**config.mk**
```make
export PLATFORM = sky130hd
export DESIGN_NAME = uart_rx
export DESIGN_NICKNAME = d
export VERILOG_FILES = /design/src/rtl/uart_rx.sv
export SDC_FILE = /design/constraint.sdc
export NUM_CORES = 1
export LEC_CHECK = 0
export ABC_AREA = 1
export CORE_MARGIN = 3
export CORE_UTILIZATION = 57
export CTS_CLUSTER_DIAMETER = 60
export DETAILED_ROUTE_END_ITERATION = 10
export GPL_ROUTABILITY_DRIVEN = 0
export PLACE_DENSITY_LB_ADDON = 0.05
export SYNTH_ARGS = -nofsm -noshare
export SYNTH_HDL_FRONTEND = slang
export SYNTH_SLANG_ARGS = --single-unit
```
**constraint.sdc**
```tcl
create_clock -name clk -period 1.5 [get_ports clk]
set_input_delay 0.15 -clock clk [delete_from_list [all_inputs] [get_ports clk]]
set_output_delay 0.15 -clock clk [all_outputs]
set_load 0.005 [all_outputs]
```
**src/rtl/uart_rx.sv**
```systemverilog
// uart_rx: oversampling UART receiver that turns the asynchronous rx line into
// byte strobes. Frames are 8N1, LSB first, with each bit sampled at mid-bit.
// Optional even-parity bit between the data and the stop bit is enabled by
// defining the macro UART_RX_PARITY_EN; without it parity_error stays 0.
module uart_rx #(
  parameter int CLKS_PER_BIT = 868,
  parameter int SYNC_STAGES  = 2
) (
  input  logic       clk,
  input  logic       reset,
  input  logic       rx_serial,
  output logic       io_data_valid,
  output logic [7:0] io_data_packet,
  output logic       frame_error,
  output logic       parity_error
);

  localparam int CNT_W = $clog2(CLKS_PER_BIT);
  localparam logic [CNT_W-1:0] HALF = CNT_W'((CLKS_PER_BIT - 1) / 2);
  localparam logic [CNT_W-1:0] LAST = CNT_W'(CLKS_PER_BIT - 1);

  typedef enum logic [2:0] {
    s_wait_idle = 3'd0,
    s_idle      = 3'd1,
    s_start     = 3'd2,
    s_data      = 3'd3,
`ifdef UART_RX_PARITY_EN
    s_parity    = 3'd5,
`endif
    s_stop      = 3'd4
  } state_t;

  state_t state;
  state_t state_nxt;

  logic [SYNC_STAGES-1:0] sync_q;
  logic                   rx_s;
  logic [CNT_W-1:0]       cnt;
  logic [2:0]             bit_idx;
  logic [7:0]             shift_reg;
  logic                   bit_done;
  logic                   parity_ok;
  logic                   valid_d;
  logic                   ferr_d;
  logic                   perr_d;

  // Bring the asynchronous line into the clk domain; resets to idle-high
  always_ff @(posedge clk or posedge reset) begin
    if (reset) begin
      sync_q <= '1;
    end else begin
      sync_q <= {sync_q[SYNC_STAGES-2:0], rx_serial};
    end
  end

  assign rx_s     = sync_q[SYNC_STAGES-1];
  assign bit_done = (cnt == LAST);

  // State register
  always_ff @(posedge clk or posedge reset) begin
    if (reset) begin
      state <= s_wait_idle;
    end else begin
      state <= state_nxt;
    end
  end

  // Next-state logic: walk the frame, abandoning it on a glitchy start bit
  always_comb begin
    state_nxt = state;
    unique case (state)
      s_wait_idle: begin
        if (rx_s) state_nxt = s_idle;
      end
      s_idle: begin
        if (!rx_s) state_nxt = s_start;
      end
      s_start: begin
        if (cnt == HALF) state_nxt = rx_s ? s_idle : s_data;
      end
      s_data: begin
        if (bit_done && (bit_idx == 3'd7)) begin
`ifdef UART_RX_PARITY_EN
          state_nxt = s_parity;
`else
          state_nxt = s_stop;
`endif
        end
      end
`ifdef UART_RX_PARITY_EN
      s_parity: begin
        if (bit_done) state_nxt = s_stop;
      end
`endif
      s_stop: begin
        if (bit_done) state_nxt = rx_s ? s_idle : s_wait_idle;
      end
      default: state_nxt = s_wait_idle;
    endcase
  end

  // Bit timing counter, bit index and LSB-first shift register
  always_ff @(posedge clk or posedge reset) begin
    if (reset) begin
      cnt       <= '0;
      bit_idx   <= 3'd0;
      shift_reg <= 8'h00;
    end else begin
      unique case (state)
        s_wait_idle, s_idle: begin
          cnt <= '0;
        end
        s_start: begin
          if (cnt == HALF) begin
            cnt     <= '0;
            bit_idx <= 3'd0;
          end else begin
            cnt <= cnt + 1'b1;
          end
        end
        s_data: begin
          if (bit_done) begin
            cnt       <= '0;
            shift_reg <= {rx_s, shift_reg[7:1]};
            if (bit_idx != 3'd7) bit_idx <= bit_idx + 3'd1;
          end else begin
            cnt <= cnt + 1'b1;
          end
        end
`ifdef UART_RX_PARITY_EN
        s_parity: begin
          cnt <= bit_done ? '0 : cnt + 1'b1;
        end
`endif
        s_stop: begin
          cnt <= bit_done ? '0 : cnt + 1'b1;
        end
        default: begin
          cnt <= '0;
        end
      endcase
    end
  end

`ifdef UART_RX_PARITY_EN
  logic parity_ok_q;

  // Capture whether data plus parity bit XOR to zero (even parity)
  always_ff @(posedge clk or posedge reset) begin
    if (reset) begin
      parity_ok_q <= 1'b1;
    end else if ((state == s_parity) && bit_done) begin
      parity_ok_q <= ~(^{shift_reg, rx_s});
    end
  end

  assign parity_ok = parity_ok_q;
`else
  assign parity_ok = 1'b1;
`endif

  // Output decode at the mid-stop-bit sample; frame error beats parity error
  always_comb begin
    valid_d = 1'b0;
    ferr_d  = 1'b0;
    perr_d  = 1'b0;
    if ((state == s_stop) && bit_done) begin
      if (!rx_s) begin
        ferr_d = 1'b1;
      end else if (!parity_ok) begin
        perr_d = 1'b1;
      end else begin
        valid_d = 1'b1;
      end
    end
  end

  // Register the strobes; the packet only changes on a good byte
  always_ff @(posedge clk or posedge reset) begin
    if (reset) begin
      io_data_valid  <= 1'b0;
      frame_error    <= 1'b0;
      parity_error   <= 1'b0;
      io_data_packet <= 8'h00;
    end else begin
      io_data_valid <= valid_d;
      frame_error   <= ferr_d;
      parity_error  <= perr_d;
      if (valid_d) io_data_packet <= shift_reg;
    end
  end

endmodule

```
==> results.json, run 1 <==
{
  "status": "complete, no violations",
  "routed_wl_um": 3510,
  "drtAntennaViolNets": 0,
  "busiest_layer": "met2",
  "critPathArrivalTime_ns": 1.66,
  "htreeDepth": 2,
  "yosys_warnings": 0,
  "rrSetupSlack_ns": 0.09,
  "grt_pass1_vias": 1316,
  "synth_area_um2": 1790,
  "synthMuxAreaShare_pct": 0,
  "p_leak_uw": 0.00102,
  "grt_use_met3_pct": 6.67,
  "gr-usage-met1_pct": 24.6,
  "hpwl_um": 2440,
  "port_buffers": 12,
  "antenna_found_initial": 0,
  "nNetsFinal": 247,
  "largest_register_ffs": 10,
  "dieWidth_um": 62.1,
  "cts_made_buffers": 5,
  "dpl.cell_count": 267,
  "io_pins": 14,
  "die-area_um2": 3860,
  "row_count": 19,
  "max-cap-violations": 0,
  "yosysSeqAreaShare_pct": 50.3,
  "vias_per_cell": 5.04,
  "grt_max_degree": 37,
  "synth_cells": 211,
  "wl_per_cell_um": 12.4,
  "n_antenna_cell": 0,
  "fin_crit_ns": 1.41,
  "yosys_register_bits": 36,
  "maxSlewViolCount": 0,
  "cts_tree": "built",
  "synth_top_family_by_area": "simple AND/OR/NAND/NOR gates",
  "grt_pass1_wl_um": 5800,
  "drt_iter0_markers": 84,
  "clkLatencyLatePin_ns": 0.35,
  "crit_required_ns": 1.74,
  "fmax_mhz": 708,
  "p_per_area_nw_per_um2": 1260,
  "period_share_pct": 94.2,
  "ir_drop_mv": 0.720,
  "fin_setup_tns_ns": 0,
  "ys_types": 30,
  "hp-class": "primary input to asynchronous set/reset pin",
  "cts-root-buf": "clkbuf_4",
  "path_class": "flip-flop to flip-flop",
  "grt_use_met2_pct": 29.7,
  "dr.pass1.iters": 4,
  "finalWorstSetupSlack_ns": 0.0870,
  "initial_core_util_pct": 62.4,
  "crit_path_end_kind": "flip-flop",
  "cts.sinks": 36,
  "clkTransAtPathRegs_ns": 0.11,
  "hold_viol_final": 0,
  "nFillCells": 199,
  "setup_violations": 0,
  "synth_fa_ha_area_share_pct": 2.79,
  "synth-xor-area-share_pct": 0.488,
  "syn_nets": 218,
  "placed_area_um2": 1990,
  "track_usage_pct": 19.3,
  "ctsLongestPathBuffers": 2,
  "syn_avg_cell_area_um2": 8.50,
  "crit_path_start_kind": "flip-flop",
  "stdcell_area_um2": 2210,
  "path_max_fanout": 4,
  "die_h_um": 62.1,
  "drc": 0,
  "finalClockSkew_ns": 0.00609,
  "syn2layout_area_growth_pct": 23.4,
  "grt_overflow": 0,
  "synth-compound-area-share_pct": 9.34,
  "fin_cells": 283,
  "core_um2": 2880,
  "preCtsSetupSlack_ns": -0.0111,
  "num_vias": 1425,
  "yosys.area_share.simple_pct": 28.5,
  "drive_gt1_share_pct": 27.4
}
==> cell usage in the layout (no fill, tap or decap), types with 2 or more instances in the layout <==
cell type         n
buf_4            11
clkbuf_4          5
clkdlybuf4s50_1  12
dfrtp_1          33
dfstp_2           2
ha_1              2
inv_1            24
inv_2             6
nand2_1          55
nand2_2           8
nand2_4           3
nand3_1           7
nand3_4           4
nand4_1           2
nor2_1           18
nor2_2            4
nor2_4            2
nor3_2            2
o21ai_0           2
o21ai_1          14
o21ai_2           7
==> final cells by class <==
| type | count | area (um^2) | area share [%] |
|---|---|---|---|
| clock buffers | 5 | 37.5 | 1.70 |
| clock inverters | 3 | 42.5 | 1.92 |
| inverters | 32 | 123 | 5.54 |
| multi-input cells | 141 | 831 | 37.5 |
| flip-flops and latches | 36 | 905 | 40.9 |
| well taps | 42 | 52.6 | 2.37 |
| repair buffers | 24 | 223 | 10.1 |
==> routing by layer <==
metal	up-vias	share of wire, %	routed length (um)
met5	-	0	0
met4	0	1.8	62
met3	6	3.8	132
met2	25	48	1680
met1	682	47	1640
li1	712	-	-
==> worst paths after layout <==
path | end | cells after the start | from
max reg2reg | state[0] | 9 | cnt[0]
max | state[0] | 9 | cnt[0]
min reg2reg | sync_q[1] | 0 | sync_q[0]
min | shift_reg[5] | 3 | reset
max in group asynchronous | sync_q[1] | 3 | reset
min in group clk | sync_q[0] | 1 | rx_serial
==> Yosys cell counts, drive strengths merged <==
library cell	number	share of area, %
dfstp	2	2.9
nor2	25	7.0
clkinv	1	0.21
nand3	11	4.7
a21boi	1	0.42
ha	4	2.8
inv	31	6.5
o22ai	1	0.35
nand2	66	15
conb	1	0.21
xnor2	1	0.49
nor3	3	1.1
dfrtp	34	47
o21bai	1	0.42
buf	3	1.7
nand4	2	0.70
o21ai	23	7.9
a21oi	1	0.28
==> what timing repair did <==
action | in CTS | in global routing
setup endpoints to repair | 3 | 24
cloned | 0 | 1
pin swaps | 0 | 6
hold endpoints to repair | 0 | 0
hold buffers | 0 | 0
gates resized for setup | 1 | 26
setup buffers | 0 | 7
==> power by group <==
| group | internal, uW | total, uW | leakage (uW) | switching [uW] |
|---|---|---|---|---|
| Clock | 347 | 676 | 0.0000412 | 329 |
| Combinational | 361 | 958 | 0.000486 | 597 |
| Sequential | 1060 | 1150 | 0.000488 | 83.6 |
| Total | 1770 | 2780 | 0.00102 | 1010 |
==> cells by family after synthesis <==
| kind of cell | count (synthesis) |
|---|---|
| and+or+nand+nor | 107 |
| other | 1 |
| AOI/OAI and AO/OA | 27 |
| xor gates and xnor gates | 1 |
| buffers and inverters | 35 |
| DFF | 36 |
| adders and majority gates | 4 |
==> critical path, stage by stage (launching register included) <==
cell     delay [ns]
dfrtp_1        0.36
buf_4          0.12
ha_4           0.16
nand2_1        0.06
nor2_1         0.10
nand2_1        0.11
nand2_2        0.13
nand2_4        0.07
o21ai_1        0.14
nand2_1        0.06
==> metrics by stage <==
step / util (%) / hold slack (ns) / total power, uW
global placement: 69.1 / 0.349 / 1860
finish: 76.9 / 0.132 / 2780
detailed placement: 69.1 / 0.349 / 1910
global route: 76.9 / 0.163 / 2970
CTS: 71.9 / 0.131 / 2590
floorplan: - / 0.154 / 1700
No activity file was read; power rests on OpenSTA's default activity.
==> inputs of run 2 (changes only) <==
Settings changed: CAP_MARGIN set to 0, CORE_MARGIN 3 to 2.
==> run 2 against run 1 <==
Against the previous run: wire length shrank 6.8%; sequential power about the same; design area down 2.8%; die area down 6.3%; utilization down 5.9 points; register-to-register slack hardly changed; fmax is 0.63% lower; first-iteration DRC count grew 38%; clock skew down 0.0024 ns; non-clock buffer count decreased by 5; global-route usage grew 1.1 points; critical path type unchanged.
==> results.json, run 2 (synthesized netlist as in run 1, its figures left out) <==
{
  "max-cap-violations": 0,
  "core_um2": 3030,
  "path_max_fanout": 4,
  "htreeDepth": 2,
  "die_h_um": 60.1,
  "crit_required_ns": 1.72,
  "period_share_pct": 94.8,
  "ctsHoldBuffers": 0,
  "vias_per_cell": 4.94,
  "total_power_uw": 2590,
  "drtAntennaViolNets": 0,
  "grt_overflow": 0,
  "routed_wl_um": 3270,
  "die-area_um2": 3610,
  "track_usage_pct": 20.4,
  "initial_core_util_pct": 59.3,
  "placed_area_um2": 1990,
  "drc": 0,
  "grt_pass1_wl_um": 5420,
  "wl_per_cell_um": 11.7,
  "antenna_found_initial": 0,
  "setup_violations": 0,
  "clkTransAtPathRegs_ns": 0.10,
  "hpwl_um": 2300,
  "path_class": "flip-flop to flip-flop",
  "p_leak_uw": 0.000987,
  "grt_max_degree": 37,
  "n_antenna_cell": 0,
  "port_buffers": 12,
  "hp-class": "primary input to asynchronous set/reset pin",
  "largest_register_ffs": 10,
  "maxSlewViolCount": 0,
  "fin_setup_tns_ns": 0,
  "hold_viol_final": 0,
  "clkLatencyLatePin_ns": 0.32,
  "cts-root-buf": "clkbuf_4",
  "stdcell_area_um2": 2150,
  "p_per_area_nw_per_um2": 1200,
  "io_pins": 14,
  "num_vias": 1384,
  "grt_pass1_vias": 1287,
  "drive_gt1_share_pct": 23.3,
  "crit_path_start_kind": "flip-flop",
  "cts.sinks": 36,
  "cts_tree": "built",
  "final_cell_mix": "nand2_1, dfrtp_1, inv_1",
  "ctsLongestPathBuffers": 2,
  "row_count": 20,
  "drt_iter0_markers": 116,
  "status": "complete, no violations",
  "ir_drop_mv": 0.595,
  "cts_made_buffers": 5,
  "final_common_cell": "nand2_1",
  "rsz0062_at_grt": "yes",
  "dr.pass1.iters": 4,
  "dieWidth_um": 60.1,
  "nNetsFinal": 242,
  "fmax_mhz": 703,
  "nFillCells": 235,
  "syn2layout_area_growth_pct": 19.9,
  "critPathArrivalTime_ns": 1.64,
  "crit_path_end_kind": "flip-flop",
  "finalClockSkew_ns": 0.00374,
  "fin_crit_ns": 1.42
}
==> run 2: changes by cell type in the layout (fill, tap and decap cells not counted), sizes merged <==
cell      previous run  this run
clkbuf               5         8
bufinv               1         0
clkinvlp             1         0
buf                 12         7
clkinv               2         1
==> run 2: per-stage QoR <==
stage | utilization [%] | setup slack [ns] | hold slack [ns] | cells
after CTS | 68.1 | 0.00459 | 0.198 | 277
after detailed placement | 65.7 | -0.0278 | 0.348 | 269
final | 71.1 | 0.0781 | 0.185 | 280
after global routing | 71.1 | -0.0103 | 0.185 | 280
after global placement | 65.7 | 0.0429 | 0.351 | 269
after floorplan | - | 0.0966 | 0.154 | 211
==> run 2: metal layers <==
| layer | wire [um] | GRT usage (%) | share of wire (%) | vias up |
|---|---|---|---|---|
| li1 | - | - | - | 706 |
| met1 | 1550 | 26.3 | 47 | 655 |
| met2 | 1590 | 31.7 | 49 | 18 |
| met3 | 98 | 7.36 | 3.0 | 5 |
| met4 | 33 | 6.98 | 1.0 | 0 |
| met5 | 0 | 0 | 0 | - |
==> run 2: path summary, 6_finish.rpt <==
| path | from | to | slack (ns) | depth (start not counted) |
|---|---|---|---|---|
| setup / recovery | cnt[1] | state[1] | 0.08 | 8 |
| setup reg to reg | cnt[1] | state[1] | 0.08 | 8 |
| max in group asynchronous | reset | sync_q[1] | 1.06 | 3 |
| hold reg to reg | sync_q[0] | sync_q[1] | 0.36 | 0 |
| hold / removal | reset | io_data_packet[5] | 0.18 | 3 |
| min in group clk | rx_serial | sync_q[0] | 0.23 | 1 |
==> run 2: final cells by class <==
type	instances	area (um^2)	area share [%]
Sequential cell	36	905	42.0
Tap cell	44	55.1	2.56
Inverter	32	123	5.70
Timing Repair Buffer	19	198	9.19
Clock buffer	8	68.8	3.20
Multi-Input combinational cell	141	803	37.3
==> run 2: critical path, cell delays in order (launching register included) <==
cell,delay [ns]
dfrtp_1,0.43
inv_1,0.07
ha_1,0.14
nand2_1,0.05
nor2_1,0.09
nand3_1,0.11
nand2_2,0.14
a21boi_0,0.21
nand2_1,0.07
==> run 2: power by group <==
group | leakage (uW) | switching (uW) | total [uW] | internal [uW]
Sequential | 0.000488 | 96.8 | 1160 | 1060
Clock | 0.0000386 | 299 | 575 | 276
Combinational | 0.000461 | 538 | 854 | 316
==> run 2: what timing repair did <==
item,in CTS,in global routing
gates resized for setup,1,17
pin swaps,0,2
gates cloned,0,1
setup endpoints to repair,8,24
setup buffers,0,2
hold endpoints to repair,0,0
==> inputs of run 3 (changes only) <==
Settings changed: ABC_CLOCK_PERIOD_IN_PS set to 1500.
==> results of run 3 <==
Same layout as run 2: the final DEF is identical, and so are final timing and power.
==> patch 1, RTL diff (flow settings as in run 1) <==
Encoding of `state_t`: now Gray code (3 bits for 5 states).
--- a/src/rtl/uart_rx.sv
+++ b/src/rtl/uart_rx.sv
@@ -21,12 +21,12 @@
 
   typedef enum logic [2:0] {
-    s_wait_idle = 3'd0,
-    s_idle      = 3'd1,
-    s_start     = 3'd2,
-    s_data      = 3'd3,
+    s_wait_idle = 3'b000,
+    s_idle      = 3'b001,
+    s_start     = 3'b011,
+    s_data      = 3'b010,
 `ifdef UART_RX_PARITY_EN
     s_parity    = 3'd5,
 `endif
-    s_stop      = 3'd4
+    s_stop      = 3'b110
   } state_t;
 
Check against the original RTL: no difference found for any inputs over 10 cycles, from zero or initial values and one cycle with reset high; not proved beyond that.
==> patch 1 against run 1 <==
Wire length shrank 13%. Final area is 6.8% lower. Count of clock-buffer cells in the layout grew 1. Sequential cell count did not move. First-iteration DRC count decreased by 9.5%. Synthesized area is 4.4% lower. Clock power hardly changed. Via count down 14%. Setup slack lost 0.071 ns. Total power is 1.3% lower. Largest power group unchanged.
==> patch 1: results (changes against run 1) <==
most frequent cells after synthesis=nand2_1, dfrtp_1, inv_1, nor2_1; Pint=1720 uW (-3.0%); DP HPWL=2.04 mm (-17%); routed vias=1228 (-14%); DRT iter0 DRCs=76 (-9.5%); status=complete, no violations; worst vdd ir=1070 uV (+49%); crit path DAT=1.73 ns (+0.07 ns); post-synthesis sequential area ratio=0.527 (+0.0231); area occupied by registers=903 sq um (-0.14%); clock-cell share of area=0.0370 (+0.000836); Final Non-Filler Cells=239 (-16%); number of multi-input logic gates=123 (-13%); FF-to-FF Start=bit_idx[0]; Mapped Nets=193 (-11%); share of the synthesized area in the top cell type=0.496 (+0.0218); signal buffers share of area=0.0752 (-0.0254); r2r setup slk=0.02 ns (-0.07 ns); Non-clock buffers=15 (-38%); Filler Cells Inserted=205 (+3.0%); Leak=0.000944 uW (-7.1%); ratio of cells with drive above 1 in the final layout=0.298 (+0.0242); worst clock skew=0.0107 ns (+0.00459 ns); fin nets=214 (-13%); CLK BUF=6 (+1); Total GRT Usage=0.188 (-0.00475); multi-input combinational area share=0.379 (+0.00389)
==> patch 1: cell types whose count changed after synthesis, sizes merged <==
cell / change
xnor2: +1
nor4: +1
nor2: -3
o22ai: -1
o21bai: +1
nand3: -2
clkinv: -1
inv: -6
nand2: -17
nor3: -3
a21boi: -1
or2: +1
xor2: +5
==> patch 1: through the flow <==
stage | setup slack (ns) | instance area [sq um] | setup TNS [ns]
2_1_floorplan | 0.130 | 1720 | 0
3_3_place_gp | 0.0625 | 1870 | 0
3_5_place_dp | -0.0353 | 1870 | -0.111
4_1_cts | 0.000879 | 1980 | 0
5_1_grt | -0.116 | 2060 | -1.04
6_report | 0.0157 | 2060 | 0
==> patch 1: how the worst max path moves through the flow <==
stage / from / to / slack [ns] / depth (start not counted)
finish: bit_idx[0] / state[0] / 0.02 / 10
floorplan: cnt[0] / io_data_packet[3] / 0.13 / 9
global placement: cnt[0] / io_data_packet[5] / 0.06 / 8
global route: cnt[1] / state[0] / -0.12 / 10
detailed placement: cnt[0] / io_data_packet[0] / -0.04 / 9
CTS: bit_idx[0] / bit_idx[1] / 0.0009 / 8
==> patch 1: logic make-up (layout without fill, tap and decap cells) <==
group | after synthesis | count (layout) | synth area share
simple gates | 84 | 85 | 0.237
flops | 36 | 36 | 0.527
other cells | 1 | 1 | 0.00219
fa+ha+maj | 4 | 4 | 0.0292
compound gates | 26 | 26 | 0.0941
xor+xnor | 7 | 7 | 0.0357
buf+inv | 28 | 49 | 0.0751
==> patch 1: routing by layer <==
layer  GRT usage  up-vias  wire length, microns
met4      0.0929        0                    75
met2       0.307       22                  1470
met5           0        -                     0
met1       0.223      574                  1390
met3      0.0596        8                   130
li1            -      624                     -
==> patch 1: tightest hold or removal path, delay by kind of cell <==
kind	cells	cell delay, ns
buffers and inverters	3	0.71
==> patch 2, RTL diff (settings of run 1) <==
Made on the original files. `CLKS_PER_BIT`: 868 -> 1736.
--- a/src/rtl/uart_rx.sv
+++ b/src/rtl/uart_rx.sv
@@ -4,5 +4,5 @@
 // defining the macro UART_RX_PARITY_EN; without it parity_error stays 0.
 module uart_rx #(
-  parameter int CLKS_PER_BIT = 868,
+  parameter int CLKS_PER_BIT = 1736,
   parameter int SYNC_STAGES  = 2
 ) (
Function: same outputs for any inputs over 10 cycles, from zero or initial values and one cycle with reset high; that may be too few to reach the edited logic, so the function may still have changed.
==> patch 2 against run 1 <==
The flow now finishes with violations (setup timing). Total power rose by 15%. Sequential cell count rose by 1. Wire length rose by 32%. Synthesized area rose by 0.63%. First-iteration DRC count fell by 18%. Final area rose by 13%. Setup slack got worse by 0.16 ns. Worst hold slack got worse by 0.0082 ns. Die area rose by 0.56%. Critical path type unchanged.
==> patch 2: results (changes against run 1) <==
fin nets=261 (+5.7%); Total GRT Usage=0.220 (+0.0278); post-synthesis sequential area ratio=0.514 (+0.0107); most frequent cells after synthesis=nand2_1, dfrtp_1, inv_1, nor2_1, nand3_1; clock sinks=37 (+2.8%); Leak=0.00119 uW (+17%); Yosys cell types=27 (-10%); routed vias=1613 (+13%); top post-synthesis cells by area=dfrtp_1, nand2_1, inv_1; post-synthesis average cell area=8.52 sq um (+0.15%); met1 usage=0.267 (+0.0208); failing checks=setup timing; setup TNS=-1.17 ns (-1.17 ns); DR WL met2=2.41 mm (+44%); reg2reg end=shift_reg[7]; Global Route met3 Usage=0.0414 (-0.0252); status=finished, violations left; FF-to-FF Start=cnt[1]; Filler Cells Inserted=127 (-36%); Final Non-Filler Cells=298 (+5.3%); area of the multi-input gates=928 sq um (+12%); ratio of cells with drive above 1 in the final layout=0.391 (+0.117); postcts setup bufs=5 (+5); Routed WL=4.62 mm (+32%); multi-input combinational area share=0.371 (-0.00398); vias in the first global route=1606 (+22%); largest net degree at the start of global routing=38 (+2.7%); met2 usage=0.386 (+0.0887); P_clk=717 uW (+6.1%); clock power share=0.225 (-0.018); Crit Path Max Fanout=8 (+4); invs w/o clock=31 (-3.1%); crit path DAT=1.81 ns (+0.15 ns); Non-clock buffers=39 (+63%); post-CTS sizing=19 (+18); worst clock skew=0.0233 ns (+0.0172 ns); setup slack after layout=-0.0748 ns (-0.162 ns); Setup WS pre-CTS=-0.115 ns (-0.104 ns); max reg flops=11 (+1); final setup fails=29 (+29); met1 wire length=1.91 mm (+16%); met3 wire length=169 microns (+28%); sequential share of cell area=0.372 (-0.0368)
## patch 2: cell types whose count changed after synthesis, moves of 3 or more
| cell | change |
|---|---|
| nand3_1 | +4 |
| o21ai_1 | -4 |
| inv_2 | -3 |
| xor2_1 | +3 |
## patch 2: kinds of logic after synthesis
family                   count (synthesis)  synth area share
AO/OA/AOI/OAI                           23            0.0811
XOR/XNOR                                 3            0.0146
adder cells (fa/ha/maj)                  3            0.0208
buffers and inverters                   35            0.0880
flip-flops                              37             0.514
other                                    1           0.00208
AND/OR/NAND/NOR                        110             0.279
## patch 2: worst max-delay path by stage
| stage | from | endpoint | slack, ns | depth (start not counted) |
|---|---|---|---|---|
| floorplan | cnt[0] | io_data_packet[5] | -0.004 | 9 |
| global placement | cnt[1] | io_data_packet[7] | 0.02 | 9 |
| detailed placement | cnt[1] | shift_reg[0] | -0.11 | 8 |
| CTS | cnt[0] | io_data_packet[4] | -0.1 | 9 |
| global route | cnt[1] | state[2] | -0.16 | 10 |
| finish | cnt[1] | shift_reg[7] | -0.07 | 9 |
